===== config.mk =====
export PLATFORM = sky130hd
export DESIGN_NAME = addsub_arbiter
export DESIGN_NICKNAME = d
export VERILOG_FILES = /design/src/rtl/addsub_arbiter.sv
export SDC_FILE = /design/constraint.sdc
export NUM_CORES = 1
export LEC_CHECK = 0
export BUFFER_PORTS_ARGS = -buffer_cell sky130_fd_sc_hd__buf_4
export CORE_MARGIN = 3
export CORE_UTILIZATION = 40
export DETAILED_ROUTE_END_ITERATION = 12
export PLACE_DENSITY = 0.65
export SYNTH_ARGS = -nofsm -noshare
export SYNTH_HDL_FRONTEND = slang
export SYNTH_HIERARCHICAL = 1
export SYNTH_SLANG_ARGS = --single-unit

===== constraint.sdc =====
create_clock -name clk -period 10.1 [get_ports clk]
set_input_delay 2.02 -clock clk [delete_from_list [all_inputs] [get_ports clk]]
set_output_delay 2.02 -clock clk [all_outputs]
set_load 0.01 [all_outputs]

===== src/rtl/addsub_arbiter.sv =====
// Two requesters share one saturating 16-bit add/sub unit through a round-robin arbiter.
// Define ADDSUB_ARB_FIXED_PRIO_EN for fixed priority (requester 0 always wins).

module addsub_16bit (
  input  logic [15:0] a,
  input  logic [15:0] b,
  input  logic        sub,
  output logic [15:0] sum,
  output logic        ovf
);
  logic [16:0] ext;

  // A 17-bit sign-extended result exposes signed overflow as a top-two-bit disagreement.
  always_comb begin
    if (sub) begin
      ext = {a[15], a} - {b[15], b};
    end else begin
      ext = {a[15], a} + {b[15], b};
    end
    ovf = ext[16] ^ ext[15];
    if (!ovf) begin
      sum = ext[15:0];
    end else if (ext[16]) begin
      sum = 16'h8000;
    end else begin
      sum = 16'h7FFF;
    end
  end
endmodule

module addsub_arbiter (
  input  logic        clk,
  input  logic        rst,
  input  logic        req0_valid,
  input  logic [15:0] req0_a,
  input  logic [15:0] req0_b,
  input  logic        req0_sub,
  output logic        req0_ready,
  input  logic        req1_valid,
  input  logic [15:0] req1_a,
  input  logic [15:0] req1_b,
  input  logic        req1_sub,
  output logic        req1_ready,
  output logic        rsp_valid,
  input  logic        rsp_ready,
  output logic        rsp_id,
  output logic [15:0] rsp_sum,
  output logic        rsp_ovf,
  output logic [15:0] ops_cnt
);
  logic        grant0;
  logic        grant1;
  logic        can_accept;
  logic        xfer;
  logic [15:0] op_a;
  logic [15:0] op_b;
  logic        op_sub;
  logic [15:0] alu_sum;
  logic        alu_ovf;

  logic        rsp_valid_q, rsp_valid_d;
  logic        rsp_id_q, rsp_id_d;
  logic [15:0] rsp_sum_q, rsp_sum_d;
  logic        rsp_ovf_q, rsp_ovf_d;
  logic [15:0] ops_cnt_q, ops_cnt_d;

`ifdef ADDSUB_ARB_FIXED_PRIO_EN
  assign grant0 = req0_valid;
`else
  logic last_q, last_d;

  // Requester 0 wins when alone, or when both are valid and requester 1 went last.
  assign grant0 = req0_valid & (~req1_valid | last_q);
`endif
  assign grant1 = req1_valid & ~grant0;

  assign can_accept = ~rsp_valid_q | rsp_ready;
  assign req0_ready = grant0 & can_accept & ~rst;
  assign req1_ready = grant1 & can_accept & ~rst;
  assign xfer       = req0_ready | req1_ready;

  assign op_a   = grant1 ? req1_a   : req0_a;
  assign op_b   = grant1 ? req1_b   : req0_b;
  assign op_sub = grant1 ? req1_sub : req0_sub;

  addsub_16bit u_addsub (
    .a   (op_a),
    .b   (op_b),
    .sub (op_sub),
    .sum (alu_sum),
    .ovf (alu_ovf)
  );

  always_comb begin
    rsp_valid_d = rsp_valid_q;
    rsp_id_d    = rsp_id_q;
    rsp_sum_d   = rsp_sum_q;
    rsp_ovf_d   = rsp_ovf_q;
    ops_cnt_d   = ops_cnt_q;
    if (xfer) begin
      rsp_valid_d = 1'b1;
      rsp_id_d    = grant1;
      rsp_sum_d   = alu_sum;
      rsp_ovf_d   = alu_ovf;
    end else if (rsp_ready) begin
      rsp_valid_d = 1'b0;
    end
    if (rsp_valid_q && rsp_ready) begin
      ops_cnt_d = ops_cnt_q + 16'd1;
    end
  end

`ifndef ADDSUB_ARB_FIXED_PRIO_EN
  assign last_d = xfer ? grant1 : last_q;

  always_ff @(posedge clk) begin
    if (rst) begin
      last_q <= 1'b1;
    end else begin
      last_q <= last_d;
    end
  end
`endif

  always_ff @(posedge clk) begin
    if (rst) begin
      rsp_valid_q <= 1'b0;
      rsp_id_q    <= 1'b0;
      rsp_sum_q   <= 16'h0000;
      rsp_ovf_q   <= 1'b0;
      ops_cnt_q   <= 16'h0000;
    end else begin
      rsp_valid_q <= rsp_valid_d;
      rsp_id_q    <= rsp_id_d;
      rsp_sum_q   <= rsp_sum_d;
      rsp_ovf_q   <= rsp_ovf_d;
      ops_cnt_q   <= ops_cnt_d;
    end
  end

  assign rsp_valid = rsp_valid_q;
  assign rsp_id    = rsp_id_q;
  assign rsp_sum   = rsp_sum_q;
  assign rsp_ovf   = rsp_ovf_q;
  assign ops_cnt   = ops_cnt_q;
endmodule


==> reports/metrics.cfg, run 1 <==
[run_status]
status = complete, no violations

[placed_design]
hpwl_um = 6330
port_buffers = 107
placedCellCount = 569
gp_congestion = 0.901
place_ws_ns = 3.23

[cts]
cts_buffer_depth = 2
cts_hold_buf = 0
cts_sinks = 36
cts_tree = yes
clk_latency_ns = 0.28
root_buffer = clkbuf_8
cts_max_level = 2
cts_resized = 0
postCtsSetupBuffers = 0
numCtsBuffers = 5
clkSlewWorstSetupHoldPaths_ns = 0.07

[setup_path]
crit_fanout = 35
startpoint_type = input port
r2r_cells = 18
r2r-end = rsp_sum[0]
crit_path_end_kind = flop
arrival_ns = 6.80
r2r-start = last_q
crit_type = input port to flop
worstPathRequired_ns = 10.25
crit_end = rsp_sum[0]
rrSetupSlack_ns = 5.00
cp-startpoint = req0_valid

[timing]
min_period_ns = 6.64
fmax_ghz = 0.151
hold_slack_ns = 0.491
fin_crit_sh = 0.658
tns_ns = 0
skew_ns = 0.00408
final-hold-violation-count = 0
slew_headroom = 0.297
grt_setup_unrepaired = no
drv_slew = 0
setup_viol = 0
setup_ws_ns = 3.46
worstMarginPinSlew_ns = 1.05

[global_routing]
grt_pass1_wl_um = 12900
grt_pass1_vias = 2911
track_usage = 0.173
antenna_found_initial = 0
overflow = 0
grt_max_degree = 41

[pwr]
p_leak_nw = 1.81
power.density_nw_per_um2 = 147
max-vdd-ir-drop_v = 0.0000752

[die]
io-pin-count = 108
core_um2 = 7490
die_h_um = 95.3
initial_utilization = 0.426
die_w_um = 95.3
design.die.area_um2 = 9080
core.rowCount = 31

[logic_synthesis]
ys_types = 60
synth-seq-cells = 36
postSynthNetCount = 468
async_flop_share = 0
synth_cells = 378
syn_area_per_cell_um2 = 8.43
ys.flop_type = dfxtp_1
synth_edf_count = 0
ys_seq_area_frac = 0.226
syn_area_um2 = 3190
ys_warn_count = 6

[layout]
area.sequential_um2 = 721
final_cells = 576
nets = 567
fill_cells = 738
diodes = 0
layout_commonest_cell = buf_4
layout_common_cells = 108 x buf_4, 44 x nor2_1, 38 x a21oi_1, 36 x dfxtp_1, 33 x mux2_2
multi_input_area_um2 = 2330
synthToLayoutAreaGrowth_pct = 29.6
drive_gt1_frac = 0.354

[drt]
routedWlPerCell_um = 13.6
drc = 0
antenna_left = 0
vias_per_cell = 5.22
first_pass_iters = 4
totalWireLength_um = 7820
vias = 3005
drtIter0Drc = 161

[min_path]
min_path_type = flop to flop
hold_path_depth = 2

[job]
drv_cap = 0

[registers in the layout (all words and copies together), names as in the netlist]
register,cells
rsp_sum,16
rsp_ovf,1
rsp_id,1
ops_cnt,16
last_q,1
rsp_valid,1
[cell families (layout without fill, tap and decap cells)]
family | Yosys count | count (layout) | synth area share
simple gates | 116 | 116 | 0.197
compound gates | 85 | 85 | 0.163
mux | 51 | 51 | 0.173
xor+xnor | 38 | 38 | 0.104
flops | 36 | 36 | 0.226
buf+inv | 30 | 129 | 0.0487
fa+ha+maj | 22 | 22 | 0.0875
[per-stage QoR]
| step | util | area (um^2) | total power [W] |
|---|---|---|---|
| 6_report | 0.552 | 4130 | 0.000608 |
| 5_1_grt | 0.552 | 4130 | 0.000661 |
| 4_1_cts | 0.552 | 4130 | 0.000614 |
| 3_5_place_dp | 0.539 | 4030 | 0.000502 |
| 3_3_place_gp | 0.539 | 4030 | 0.000498 |
| 2_1_floorplan | - | 3190 | 0.000416 |
[synth_stat cells (all sizes together), types with 2 or more instances]
master,instances,area share
xnor2,22,0.060
xor2,16,0.044
nor2,44,0.052
a31o,2,0.0055
inv,14,0.016
or3,5,0.011
a21oi,39,0.062
buf,11,0.026
ha,18,0.071
nand2,15,0.018
o21ai,15,0.024
and3,4,0.0086
mux2,33,0.12
nand3,11,0.021
a21boi,3,0.0082
maj3,3,0.011
and2,4,0.0090
nor4,2,0.0039
a21o,3,0.0071
nand2b,3,0.0059
a31oi,6,0.012
dfxtp,36,0.23
o31ai,3,0.0071
a211oi,2,0.0063
o21bai,2,0.0047
mux2i,18,0.057
nand4,9,0.022
o211ai,4,0.0094
clkbuf,5,0.0059
and4,3,0.0090
nor3,8,0.014
[how the worst min path moves through the flow]
stage,start,slack [ns],endpoint
after global routing,rsp_sum[12],0.52,rsp_sum[12]
after CTS,ops_cnt[15],0.49,ops_cnt[15]
final,ops_cnt[15],0.49,ops_cnt[15]
after detailed placement,ops_cnt[15],0.48,ops_cnt[15]
after floorplan,last_q,0.47,last_q
after global placement,ops_cnt[15],0.47,ops_cnt[15]
[layer usage]
layer,global-route usage,routed length (um),part of all wire
met2,0.315,3930,0.50
met3,0.0324,378,0.048
met5,0,0,0
met1,0.210,3460,0.44
met4,0.0349,55,0.0070
[layout make-up]
class | instances | area share
inverters | 14 | 0.0127
clock buffers | 7 | 0.0233
well taps | 99 | 0.0300
multi-input cells | 312 | 0.563
flip-flops and latches | 36 | 0.174
repair buffers | 108 | 0.196
[power breakdown]
part	switching [W]	internal (W)
sequential	0.0000109	0.000159
combinational	0.000170	0.000159
clock	0.0000487	0.0000607
total	0.000229	0.000379
[worst max-delay path: stages]
cell and delay [ns]:
buf_4 0.13, a21boi_4 0.13, buf_4 0.37, mux2_2 0.43, inv_1 0.07, ha_1 0.19, nor4b_2 0.45, and3_1 0.29
nor2_1 0.07, xnor2_1 0.13, ha_1 0.36, a21oi_1 0.22, o21ai_1 0.14, a31o_2 0.27, or3_1 0.35, a22oi_1 0.82
a21oi_1 0.10, mux2i_1 0.19, nor2_1 0.06
(Power assumes the default switching activity.)
==> inputs of run 2 (changes only) <==
--- a/config.mk
+++ b/config.mk
@@ -9,7 +9,7 @@
 export CORE_MARGIN = 3
 export CORE_UTILIZATION = 40
 export DETAILED_ROUTE_END_ITERATION = 12
-export PLACE_DENSITY = 0.65
+export PLACE_DENSITY = 0.67
 export SYNTH_ARGS = -nofsm -noshare
 export SYNTH_HDL_FRONTEND = slang
 export SYNTH_HIERARCHICAL = 1
==> constraint.sdc (replaced) <==
create_clock -name clk -period 6.1 [get_ports clk]
set_input_delay 1.22 -clock clk [delete_from_list [all_inputs] [get_ports clk]]
set_output_delay 1.22 -clock clk [all_outputs]
set_load 0.01 [all_outputs]
==> reports/metrics.cfg, run 2 (synthesized netlist as in run 1, its figures left out) <==
[pwr]
net-switching-power_w = 0.000390  ; +70%
max-vdd-ir-drop_v = 0.000121  ; +61%
seq_power_share = 0.270  ; -0.009
swShare = 0.375  ; -0.00234
clkPwrFrac = 0.198  ; +0.018
share_comb_of_total_power = 0.533  ; -0.008
power.density_nw_per_um2 = 251  ; +70%
p_int_w = 0.000652  ; +72%
p_leak_nw = 1.82  ; +0.83%

[global_routing]
track_usage = 0.179  ; +0.00647
antenna_found_initial = 0  ; unchanged
grt_pass1_vias = 2981  ; +2.4%
grt_max_degree = 41  ; unchanged
met3_usage = 0.0331  ; +0.000789
use_met1 = 0.215  ; +0.00444
grt_util_met2 = 0.329  ; +0.0146
grt.busiest_layer = met2
overflow = 0  ; unchanged
grt_pass1_wl_um = 13300  ; +3.1%

[job]
drv_cap = 0  ; unchanged

[drt]
routedWlPerCell_um = 13.8  ; +1.7%
vias_per_cell = 5.33  ; +2.1%
drc = 0  ; unchanged
drtIter0Drc = 132  ; -18%
vias = 3084  ; +2.6%
first_pass_iters = 4  ; unchanged
totalWireLength_um = 7990  ; +2.2%
antenna_left = 0  ; unchanged

[placed_design]
gp_congestion = 0.863  ; -4.2%
port_buffers = 107  ; unchanged
hpwl_um = 6500  ; +2.6%

[layout]
diodes = 0  ; unchanged
nets = 569  ; +0.35%
layout_commonest_cell = buf_4
drive_gt1_frac = 0.356  ; +0.00195
fill_cells = 714  ; -3.3%
layout_common_cells = 110 x buf_4, 44 x nor2_1, 38 x a21oi_1, 36 x dfxtp_1, 33 x mux2_2
synthToLayoutAreaGrowth_pct = 30.4

[setup_path]
worstPathCellList = buf_4 > a21boi_4 > mux2_2 > inv_1 > ha_1 > nor4b_2 > and3_1 > nor2_1 > xnor2_1 > ha_1 > inv_1 > o31ai_1 > a31o_2 > or3_4 > nand4_1 > a21oi_1 > mux2i_1 > nor2_1
cpPeakStageDelay_ns = 0.48  ; -0.34 ns
worstPathRequired_ns = 6.32  ; -3.93 ns
crit_fanout = 18  ; -49%
arrival_ns = 5.72  ; -1.08 ns
crit_path_end_kind = flop
startpoint_type = input port
crit_type = input port to flop
cp_slowest_cell = o31ai_1

[timing]
fmax_ghz = 0.182
drv_slew = 0  ; unchanged
setup_viol = 0  ; unchanged
worstMarginPinSlew_ns = 1.03  ; -0.0178 ns
tns_ns = 0  ; unchanged
min_period_ns = 5.50
hold_slack_ns = 0.481  ; -0.00980 ns
final-hold-violation-count = 0  ; unchanged
skew_ns = 0.00302  ; -0.00106 ns
grt_setup_unrepaired = no
slew_headroom = 0.309  ; +0.0119
fin_crit_sh = 0.901

[die]
core.rowCount = 31  ; unchanged
core_um2 = 7490  ; unchanged
die_h_um = 95.3  ; unchanged
die_w_um = 95.3  ; unchanged
io-pin-count = 108  ; unchanged
design.die.area_um2 = 9080  ; unchanged
initial_utilization = 0.426  ; unchanged

[cts]
cts_tree = yes
numCtsBuffers = 5  ; unchanged
cts_resized = 0  ; unchanged
clk_latency_ns = 0.28  ; about the same
cts_buffer_depth = 2  ; unchanged
postCtsSetupBuffers = 0  ; unchanged
root_buffer = clkbuf_8
clkSlewWorstSetupHoldPaths_ns = 0.07  ; about the same
cts_sinks = 36  ; unchanged
cts_hold_buf = 0  ; unchanged
cts_max_level = 2  ; unchanged

[min_path]
min_path_type = flop to flop

[run_status]
status = complete, no violations

[run 2: cell count changes in the layout (fill, tap and decap cells not counted)]
cell | before | now
clkinv_2 | 0 | 1
bufinv_16 | 0 | 1
buf_4 | 108 | 110
clkbuf_8 | 7 | 5
clkbuf_1 | 0 | 1
[run 2: per-stage QoR]
step                worst slack [ns]  instances  power, W  cell area (um^2)  utilization
floorplan                       1.00        378  0.000688              3190            -
global placement               0.453        571  0.000829              4050        0.541
detailed placement             0.310        571  0.000840              4050        0.541
CTS                            0.601        579   0.00105              4160        0.555
global route                   0.168        579   0.00113              4160        0.555
finish                         0.601        579   0.00104              4160        0.555
[run 2: power groups by stage]
stage	registers, W	logic, W	clock network [W]
2_1_floorplan	0.000295	0.000393	0
3_3_place_gp	0.000286	0.000543	0
3_5_place_dp	0.000286	0.000554	0
4_1_cts	0.000282	0.000556	0.000212
5_1_grt	0.000285	0.000624	0.000221
6_report	0.000281	0.000555	0.000206
[run 2: per-layer routing]
| layer | vias to the layer above | share of wire |
|---|---|---|
| met4 | 0 | 0.0091 |
| met5 | - | 0 |
| met1 | 1420 | 0.43 |
| met2 | 90 | 0.51 |
| li1 | 1566 | - |
| met3 | 8 | 0.053 |
[run 2: area by class of cell]
type	count	area, um^2	share of cell area
inverter	14	52.6	0.0126
timing repair buffer	110	826	0.199
sequential	36	721	0.173
clock inverter	2	35.0	0.00843
multi-input combinational	312	2330	0.560
clock buffer	6	72.6	0.0175
tap	99	124	0.0298
[run 2: critical path: cells and delay by family]
kind / cells / cell delay [ns]
buffers and inverters: 3 / 0.32
AOI/OAI and AO/OA: 4 / 1.51
adders and majority gates: 2 / 0.55
xor gates and xnor gates: 1 / 0.14
muxes: 2 / 0.55
and+or+nand+nor: 6 / 1.42
[run 2: path summary, 6_finish.rpt]
| path | from | to | slack, ns | cells after the start |
|---|---|---|---|---|
| worst max-delay path | req0_valid | rsp_sum[0] | 0.60 | 18 |
| worst min-delay path | rsp_id | rsp_id | 0.48 | 2 |
| worst max register to register | last_q | rsp_sum[0] | 1.32 | 17 |
| worst min register to register | rsp_id | rsp_id | 0.48 | 2 |
